### config.mk
export PLATFORM = sky130hd
export DESIGN_NAME = captura_jogada
export DESIGN_NICKNAME = d
export VERILOG_FILES = /design/src/rtl/captura_jogada.sv
export SDC_FILE = /design/constraint.sdc
export NUM_CORES = 1
export LEC_CHECK = 0
export BUFFER_PORTS_ARGS = -buffer_cell sky130_fd_sc_hd__buf_2
export CAP_MARGIN = 20
export CORE_MARGIN = 2
export CORE_UTILIZATION = 33
export CTS_CLUSTER_DIAMETER = 60
export DETAILED_ROUTE_END_ITERATION = 8
export GPL_ROUTABILITY_DRIVEN = 0
export PLACE_DENSITY = 0.53
export SLEW_MARGIN = 30
export SYNTH_ARGS = -nofsm -noshare
export SYNTH_HDL_FRONTEND = slang
export SYNTH_SLANG_ARGS = --single-unit
### constraint.sdc
create_clock -name clock -period 2.15 [get_ports clock]
set_input_delay 0.1075 -clock clock [delete_from_list [all_inputs] [get_ports clock]]
set_output_delay 0.1075 -clock clock [all_outputs]
set_load 0.01 [all_outputs]
### src/rtl/captura_jogada.sv
// captura_jogada: synchronizes and debounces the 4 player switches, then
// classifies each accepted value as a valid (one-hot) or invalid move.
// Optional feature macro: CAPTURA_JOGADA_TIMEOUT_EN. When it is defined,
// a cycle counter limits how long the block may sit armed without a move.
// db_estado exposes the FSM encoding for the 7-segment debug display.
module captura_jogada #(
  parameter int DEBOUNCE_CYCLES = 4,
  parameter int TIMEOUT_CYCLES  = 5000
) (
  input  logic       clock,
  input  logic       reset,
  input  logic       habilita,
  input  logic [3:0] chaves,
  output logic [3:0] jogada,
  output logic       jogada_feita,
  output logic       jogada_invalida,
  output logic       timeout,
  output logic [3:0] db_estado
);

  localparam int DW = $clog2(DEBOUNCE_CYCLES + 1);
  localparam logic [DW-1:0] DB_LAST = DW'(DEBOUNCE_CYCLES - 1);
  localparam logic [DW-1:0] DB_MAX  = DW'(DEBOUNCE_CYCLES);

  typedef enum logic [3:0] {
    OCIOSO   = 4'd0,
    SOLTAR   = 4'd1,
    ARMADO   = 4'd2,
    FILTRO   = 4'd3,
    EMITE    = 4'd4,
    ESGOTADO = 4'd5
  } estado_t;

  estado_t         state_reg, state_next;
  logic [3:0]      sync_meta_reg;
  logic [3:0]      sinc_reg;
  logic [3:0]      cand_reg, cand_next;
  logic [3:0]      jogada_reg, jogada_next;
  logic [DW-1:0]   db_cnt_reg, db_cnt_next;
  logic [DW-1:0]   db_cnt_inc;
  logic            to_expired;
  logic            cand_onehot;

  // Saturating step of the debounce counter.
  assign db_cnt_inc = (db_cnt_reg == DB_MAX) ? db_cnt_reg : db_cnt_reg + DW'(1);

`ifdef CAPTURA_JOGADA_TIMEOUT_EN
  localparam int TW = $clog2(TIMEOUT_CYCLES + 1);
  localparam logic [TW-1:0] TO_LAST = TW'(TIMEOUT_CYCLES - 1);
  localparam logic [TW-1:0] TO_MAX  = TW'(TIMEOUT_CYCLES);

  logic [TW-1:0] to_cnt_reg, to_cnt_next;

  assign to_expired = (to_cnt_reg == TO_LAST);

  // Armed-time counter: counts ARMADO/FILTRO cycles, clears when leaving the armed phase.
  always_comb begin
    to_cnt_next = to_cnt_reg;
    if (state_next == OCIOSO || state_next == SOLTAR || state_next == EMITE) begin
      to_cnt_next = '0;
    end else if ((state_reg == ARMADO || state_reg == FILTRO) && to_cnt_reg != TO_MAX) begin
      to_cnt_next = to_cnt_reg + TW'(1);
    end
  end

  // Armed-time counter register.
  always_ff @(posedge clock or negedge reset) begin
    if (!reset) begin
      to_cnt_reg <= '0;
    end else begin
      to_cnt_reg <= to_cnt_next;
    end
  end

  assign timeout = (state_reg == ESGOTADO);
`else
  // No armed-time limit in this build: ESGOTADO can never be entered.
  localparam bit TIMEOUT_PARAM_OK = (TIMEOUT_CYCLES > 0);
  assign to_expired = 1'b0;
  assign timeout    = 1'b0 & TIMEOUT_PARAM_OK;
`endif

  // Two-flop synchronizer for the asynchronous switches.
  always_ff @(posedge clock or negedge reset) begin
    if (!reset) begin
      sync_meta_reg <= 4'b0000;
      sinc_reg      <= 4'b0000;
    end else begin
      sync_meta_reg <= chaves;
      sinc_reg      <= sync_meta_reg;
    end
  end

  // Next-state logic: release wait, arming, debounce filter and emission.
  always_comb begin
    state_next  = state_reg;
    cand_next   = cand_reg;
    jogada_next = jogada_reg;
    db_cnt_next = db_cnt_reg;
    if (!habilita) begin
      state_next  = OCIOSO;
      db_cnt_next = '0;
    end else begin
      case (state_reg)
        OCIOSO: begin
          state_next  = SOLTAR;
          db_cnt_next = '0;
        end
        SOLTAR: begin
          // Switches must read all-zero for a full debounce window.
          if (sinc_reg != 4'b0000) begin
            db_cnt_next = '0;
          end else if (db_cnt_reg == DB_LAST) begin
            state_next  = ARMADO;
            db_cnt_next = '0;
          end else begin
            db_cnt_next = db_cnt_inc;
          end
        end
        ARMADO: begin
          if (to_expired) begin
            state_next = ESGOTADO;
          end else if (sinc_reg != 4'b0000) begin
            state_next  = FILTRO;
            cand_next   = sinc_reg;
            db_cnt_next = '0;
          end
        end
        FILTRO: begin
          // Debounce completion takes priority over an expiring timeout.
          if (sinc_reg == cand_reg && db_cnt_reg == DB_LAST) begin
            state_next  = EMITE;
            jogada_next = cand_reg;
            db_cnt_next = '0;
          end else if (to_expired) begin
            state_next = ESGOTADO;
          end else if (sinc_reg == 4'b0000) begin
            state_next  = ARMADO;
            db_cnt_next = '0;
          end else if (sinc_reg != cand_reg) begin
            cand_next   = sinc_reg;
            db_cnt_next = '0;
          end else begin
            db_cnt_next = db_cnt_inc;
          end
        end
        EMITE: begin
          state_next  = SOLTAR;
          db_cnt_next = '0;
        end
        ESGOTADO: begin
          state_next = ESGOTADO;
        end
        default: begin
          state_next  = OCIOSO;
          db_cnt_next = '0;
        end
      endcase
    end
  end

  // FSM, candidate, accepted move and debounce counter registers.
  always_ff @(posedge clock or negedge reset) begin
    if (!reset) begin
      state_reg  <= OCIOSO;
      cand_reg   <= 4'b0000;
      jogada_reg <= 4'b0000;
      db_cnt_reg <= '0;
    end else begin
      state_reg  <= state_next;
      cand_reg   <= cand_next;
      jogada_reg <= jogada_next;
      db_cnt_reg <= db_cnt_next;
    end
  end

  assign cand_onehot     = (cand_reg != 4'b0000) && ((cand_reg & (cand_reg - 4'd1)) == 4'b0000);
  assign jogada_feita    = (state_reg == EMITE) && cand_onehot;
  assign jogada_invalida = (state_reg == EMITE) && !cand_onehot;
  assign jogada          = jogada_reg;
  assign db_estado       = state_reg;

endmodule

### After elaboration in Yosys (flattened, before gate mapping)

Index checks and enable logic that the tools add are counted.

| cells by class | value |
|---|---|
| reduce and logical (&&, ||, !) cells | 16 |
| equality and inequality tests | 18 |
| $add $sub $neg | 2 |
| muxes and demuxes | 21 |
| bitwise logic cells | 1 |

Operators by type and width:

| kind | count |
|---|---|
| 2-to-1 mux 4 bit | 10 |
| 2-to-1 mux 3 bit | 8 |
| one-hot mux 4 bit (5 select lines) | 1 |
| zero test 4 bit | 3 |
| one-hot mux 3 bit (4 select lines) | 1 |
| != test 2 bit (second input constant) | 5 |
| != test 3 bit (second input constant) | 3 |
| == test 4 x 2 -> 1 bit (second input constant) | 2 |
| == test 4 x 3 -> 1 bit (second input constant) | 2 |
| one-hot mux 4 bit (2 select lines) | 1 |
| nonzero test 4 bit | 2 |
| AND reduction 6 bit | 1 |
| bitwise AND 4 bit | 1 |
| == test 4 x 1 -> 1 bit (second input constant) | 1 |
| == test 4 bit | 1 |
| logical AND 1 bit | 4 |
| != test 4 bit | 1 |
| != test 4 bit (second input constant) | 1 |
| AND reduction 4 bit | 1 |
| subtractor 4 x 1 -> 4 bit (second input constant) | 1 |
| adder 3 x 1 -> 3 bit (second input constant) | 1 |
| == test 3 x 2 -> 1 bit (second input constant) | 1 |
| == test 3 bit (second input constant) | 1 |
| AND reduction 3 bit | 1 |
| other kinds (4) | 4 |

| word-level totals | value |
|---|---|
| input port bits | 7 |
| bits in registers | 23 |
| word-level logic and storage cells | 64 |
| output and inout bits | 11 |

### Depth between registers and ports, before layout

| logic depth | value |
|---|---|
| depth after elaboration | 7 |
| gate-level depth with buffers | 7 |
| gate-level depth less buffers | 7 |

### Worst setup path after synthesis

No wires, ideal clock.

| timing | value |
|---|---|
| path kind | flip-flop to flip-flop |
| start point | register db_cnt_reg[0] |
| end point | register db_cnt_reg[0] |
| required time | 2.071 ns |
| stages on the path, launching flop included | 8 |
| period minus slack after synthesis | 1.690 ns |
| buffers on the path | 0 |
| data arrival time | 1.611 ns |
| path slack | 0.460 ns |
| setup time | 0.079 ns |
| cell sequence | dfrtp_1 ha_1 ha_1 and4bb_2 nand4_1 a21oi_1 a211oi_1 mux2i_1 |

| between the ends | value |
|---|---|
| word-level cells in the longest chain between the ends | 7 |
| elaborated cells on any way between the ends | 12 |
| classes of those cells | add/sub: 1; eq/ne: 2; mux: 8; reduce/logical: 1 |

Ends and longest elaborated chain:

| element | RTL line | text |
|---|---|---|
| start: declaration | 39 | `logic [DW-1:0] db_cnt_reg, db_cnt_next;` |
| start signal: assignment | 173 | `db_cnt_reg <= db_cnt_next;` |
| adder 3 x 1 -> 3 bit or == test 3 bit (tied branches) | 45 | `assign db_cnt_inc = (db_cnt_reg == DB_MAX) ? db_cnt_reg : db_cnt_reg + DW'(1);` |
| 2-to-1 mux 3 bit | 45 |  |
| 2-to-1 mux 3 bit | 140 | `end else if (sinc_reg != cand_reg) begin` |
| 2-to-1 mux 3 bit | 137 | `end else if (sinc_reg == 4'b0000) begin` |
| 2-to-1 mux 3 bit | 131 | `if (sinc_reg == cand_reg && db_cnt_reg == DB_LAST) begin` |
| one-hot mux 3 bit (4 select lines) * | 104 | `case (state_reg)` |
| 2-to-1 mux 3 bit * | 100 | `if (!habilita) begin` |

Mark *: on every way between the ends. The rest lies on a longest branch, timed or not.
A chain may end at the register's enable or synchronous reset.

### Final worst setup path

Same ends and word-level chain as after synthesis.

==> results.yml <==
sta:
  post-route-period-util: 0.859
  rsz0062_at_grt: "false"
  fin_worst_hold_slack_ps: 105
  timing.final.max_slew_violations: 0
  maxClockFrequency_mhz: 542
  slew_headroom: 0.662
  fin_setup_tns_ps: 0
  post-route-min-period_ps: 1850
  setup_viol: 0
  final_skew_ps: 10.2
  worst_slew_pin_slew_ps: 506
  hold_viol_final: 0
critical_path:
  cp_required_ps: 2400
  worst_path_max_delay_cell: "sky130_fd_sc_hd__dfrtp_1"
  critical_path.max_fanout: 7
  reg2reg_setup_slack_ps: 300
  timing.critical_path.to_type: "register"
  worstPathArrival_ps: 2100
  worstSetupPathType: "register to register"
  path_cells: "ha_1 > ha_1 > and4bb_2 > nand4_1 > a21oi_1 > a211oi_1 > mux2i_1"
  worst_path_largest_cell_delay_ps: 430
  cpLargestDelayFamily: "simple AND/OR/NAND/NOR gates"
  crit_path_frequent_cell: "sky130_fd_sc_hd__ha_1"
  path_buf_inv: 0
  worstSetupStartpointType: "register"
final_layout:
  sequential_cell_area_um2: 551
  fin_cells: 166
  layout.filler_cells: 348
  syn_to_final_growth_pct: 18.6
  multi_input_comb_area_um2: 539
  final_nets: 131
  antenna_cells: 0
  drive_above_1_share: 0.300
logic_synthesis:
  synthDistinctLibCells: 40
  synth_edf_count: 0
  syn_avg_cell_area_um2: 11.5
  asyncSetResetFlopFracSynth: 1.00
  netlist_top_cells_count: "sky130_fd_sc_hd__dfrtp_1, sky130_fd_sc_hd__mux2_2, sky130_fd_sc_hd__o21ai_0"
  netlist_instances: 99
  synth_area_um2: 1140
  ys_seq_elements: 22
  post-synth-top-area-fraction: 0.485
  synthesis.yosys.warnings: 0
  synth_top_area_cell: "sky130_fd_sc_hd__dfrtp_1"
  seq_area_frac_synth: 0.485
  synth_top_flop_cell: "sky130_fd_sc_hd__dfrtp_1"
  synth.most_common_cell: "sky130_fd_sc_hd__dfrtp_1"
  synth_top_cells_by_area: "sky130_fd_sc_hd__dfrtp_1, sky130_fd_sc_hd__mux2_2, sky130_fd_sc_hd__ha_1, sky130_fd_sc_hd__xor2_1, sky130_fd_sc_hd__o21ai_0"
detailed_routing:
  maxUsedRoutingLayer: "met4"
  iteration_0_drc_count_of_the_detailed_router: 39
  route.final.wire_length_mm: 2.07
  vias: 799
  m1WireLength_mm: 1.00
  met3RoutedLength_um: 67
  drc_errors: 0
  wl_met2_um: 991
  antenna_left: 0
  drt-wirelength-per-cell_um: 12.5
  vias_per_cell: 4.81
  iteration_count_of_the_initial_detailed_routing_pass: 2
clocking:
  cts_inserted_buffers: 3
  cts_sinks: 22
  clock_latency_ps: 310
  cts.repair.resized: 0
  cts.reportedPaths.clkPinSlew_ps: 130
  clk_root_buffer_cell: "sky130_fd_sc_hd__clkbuf_4"
  htree_num_levels: 1
  max-clock-path-buffers: 2
  tritoncts: "done"
hold_path:
  timing.hold.worst.class: "input port to register"
flow_run:
  count_of_max_cap_constraint_violations: 0
placement:
  placement.io_buffers: 15
  hpwl_mm: 1.53
  placed_cells: 157
grt:
  global_route_wire_length_before_repair_mm: 3.84
  grt.overflow.total: 0
  vias_in_the_first_global_route: 793
  maximum_number_of_pins_on_one_net_before_global_route_repair: 23
  groute.usage.overall: 0.122
  grt_antenna_before_repair: 0
floorplan:
  start_util: 0.343
  die_width_um: 62.7
  core_area_um2: 3310
  io-pin-count: 18
  placementRows: 21
  fp.dieH_um: 62.7
  floorplan.die_area_um2: 3930
power_and_ir_drop:
  power.leakage_nw: 0.604
  total_power_mw: 0.824
  total_power_per_unit_cell_area_nw_per_um2: 612
  peakVddDrop_uv: 395
status:
  outcome: "finished clean"
==> tightest hold or removal path: stages <==
cell and delay [ps]:
sky130_fd_sc_hd__buf_2 120, sky130_fd_sc_hd__o211ai_1 80, sky130_fd_sc_hd__o21ai_0 70
==> area by class of cell <==
| class | instances | area share |
|---|---|---|
| Sequential cell | 22 | 0.409 |
| Multi-Input combinational cell | 69 | 0.400 |
| Timing Repair Buffer | 21 | 0.0984 |
| Tap cell | 46 | 0.0427 |
| Clock inverter | 1 | 0.0223 |
| Clock buffer | 3 | 0.0167 |
| Inverter | 4 | 0.0111 |
==> where the power goes <==
group	leakage [nW]	internal (mW)	switching, mW	total, mW
Sequential	0.284	0.427	0.0196	0.447
Combinational	0.292	0.0290	0.0312	0.0602
Clock	0.0279	0.188	0.129	0.317
==> routing by layer <==
metal | vias to the layer above | GRT usage
li1 | 401 | -
met1 | 380 | 0.164
met2 | 16 | 0.198
met3 | 2 | 0.0324
met4 | 0 | 0.0250
met5 | - | 0
==> timing repair <==
item	in CTS	in global routing
hold buffers	5	0
setup endpoints to repair	0	0
buffers inserted	0	0
hold endpoints to repair	26	0
==> worst paths after layout <==
| kind | from | end | depth (start not counted) |
|---|---|---|---|
| min reg2reg | sync_meta_reg[3]$_DFF_PN0_ | sinc_reg[3]$_DFF_PN0_ | 0 |
| min in group asynchronous | reset | db_cnt_reg[0]$_DFFE_PN0P_ | 2 |
| max in group asynchronous | reset | jogada[3]$_DFFE_PN0P_ | 2 |
| min | habilita | db_estado[0]$_DFFE_PN0P_ | 3 |
| max reg2reg | db_cnt_reg[0]$_DFFE_PN0P_ | db_cnt_reg[0]$_DFFE_PN0P_ | 7 |
| max | db_cnt_reg[0]$_DFFE_PN0P_ | db_cnt_reg[0]$_DFFE_PN0P_ | 7 |
==> placed cells by master, fill, tap and decap left out, types with 3 or more instances in the layout <==
master	instances
sky130_fd_sc_hd__nand3_1	4
sky130_fd_sc_hd__mux2_2	8
sky130_fd_sc_hd__clkbuf_4	3
sky130_fd_sc_hd__nand2_1	3
sky130_fd_sc_hd__dlygate4sd3_1	5
sky130_fd_sc_hd__o211ai_1	3
sky130_fd_sc_hd__inv_1	4
sky130_fd_sc_hd__buf_2	15
sky130_fd_sc_hd__dfrtp_1	22
sky130_fd_sc_hd__o21ai_0	5
sky130_fd_sc_hd__xor2_1	4
sky130_fd_sc_hd__nor2_1	4
sky130_fd_sc_hd__a21oi_1	4
sky130_fd_sc_hd__ha_1	3
==> through the flow <==
stage	instance area [um^2]	worst slack [ps]	util
3_3_place_gp	1240	343	0.376
4_1_cts	1350	306	0.407
2_1_floorplan	1140	460	-
5_1_grt	1350	193	0.407
3_5_place_dp	1240	344	0.376
6_report	1350	303	0.407
==> kinds of logic after synthesis <==
| kind of cell | after synthesis | synth area share |
|---|---|---|
| buffers and inverters | 9 | 0.0440 |
| and+or+nand+nor | 30 | 0.198 |
| xor gates and xnor gates | 5 | 0.0385 |
| muxes | 9 | 0.0881 |
| other | 1 | 0.00330 |
| AOI/OAI and AO/OA | 20 | 0.110 |
| DFF | 22 | 0.485 |
| adders and majority gates | 3 | 0.0330 |
No activity file was read; power rests on OpenSTA's default activity.
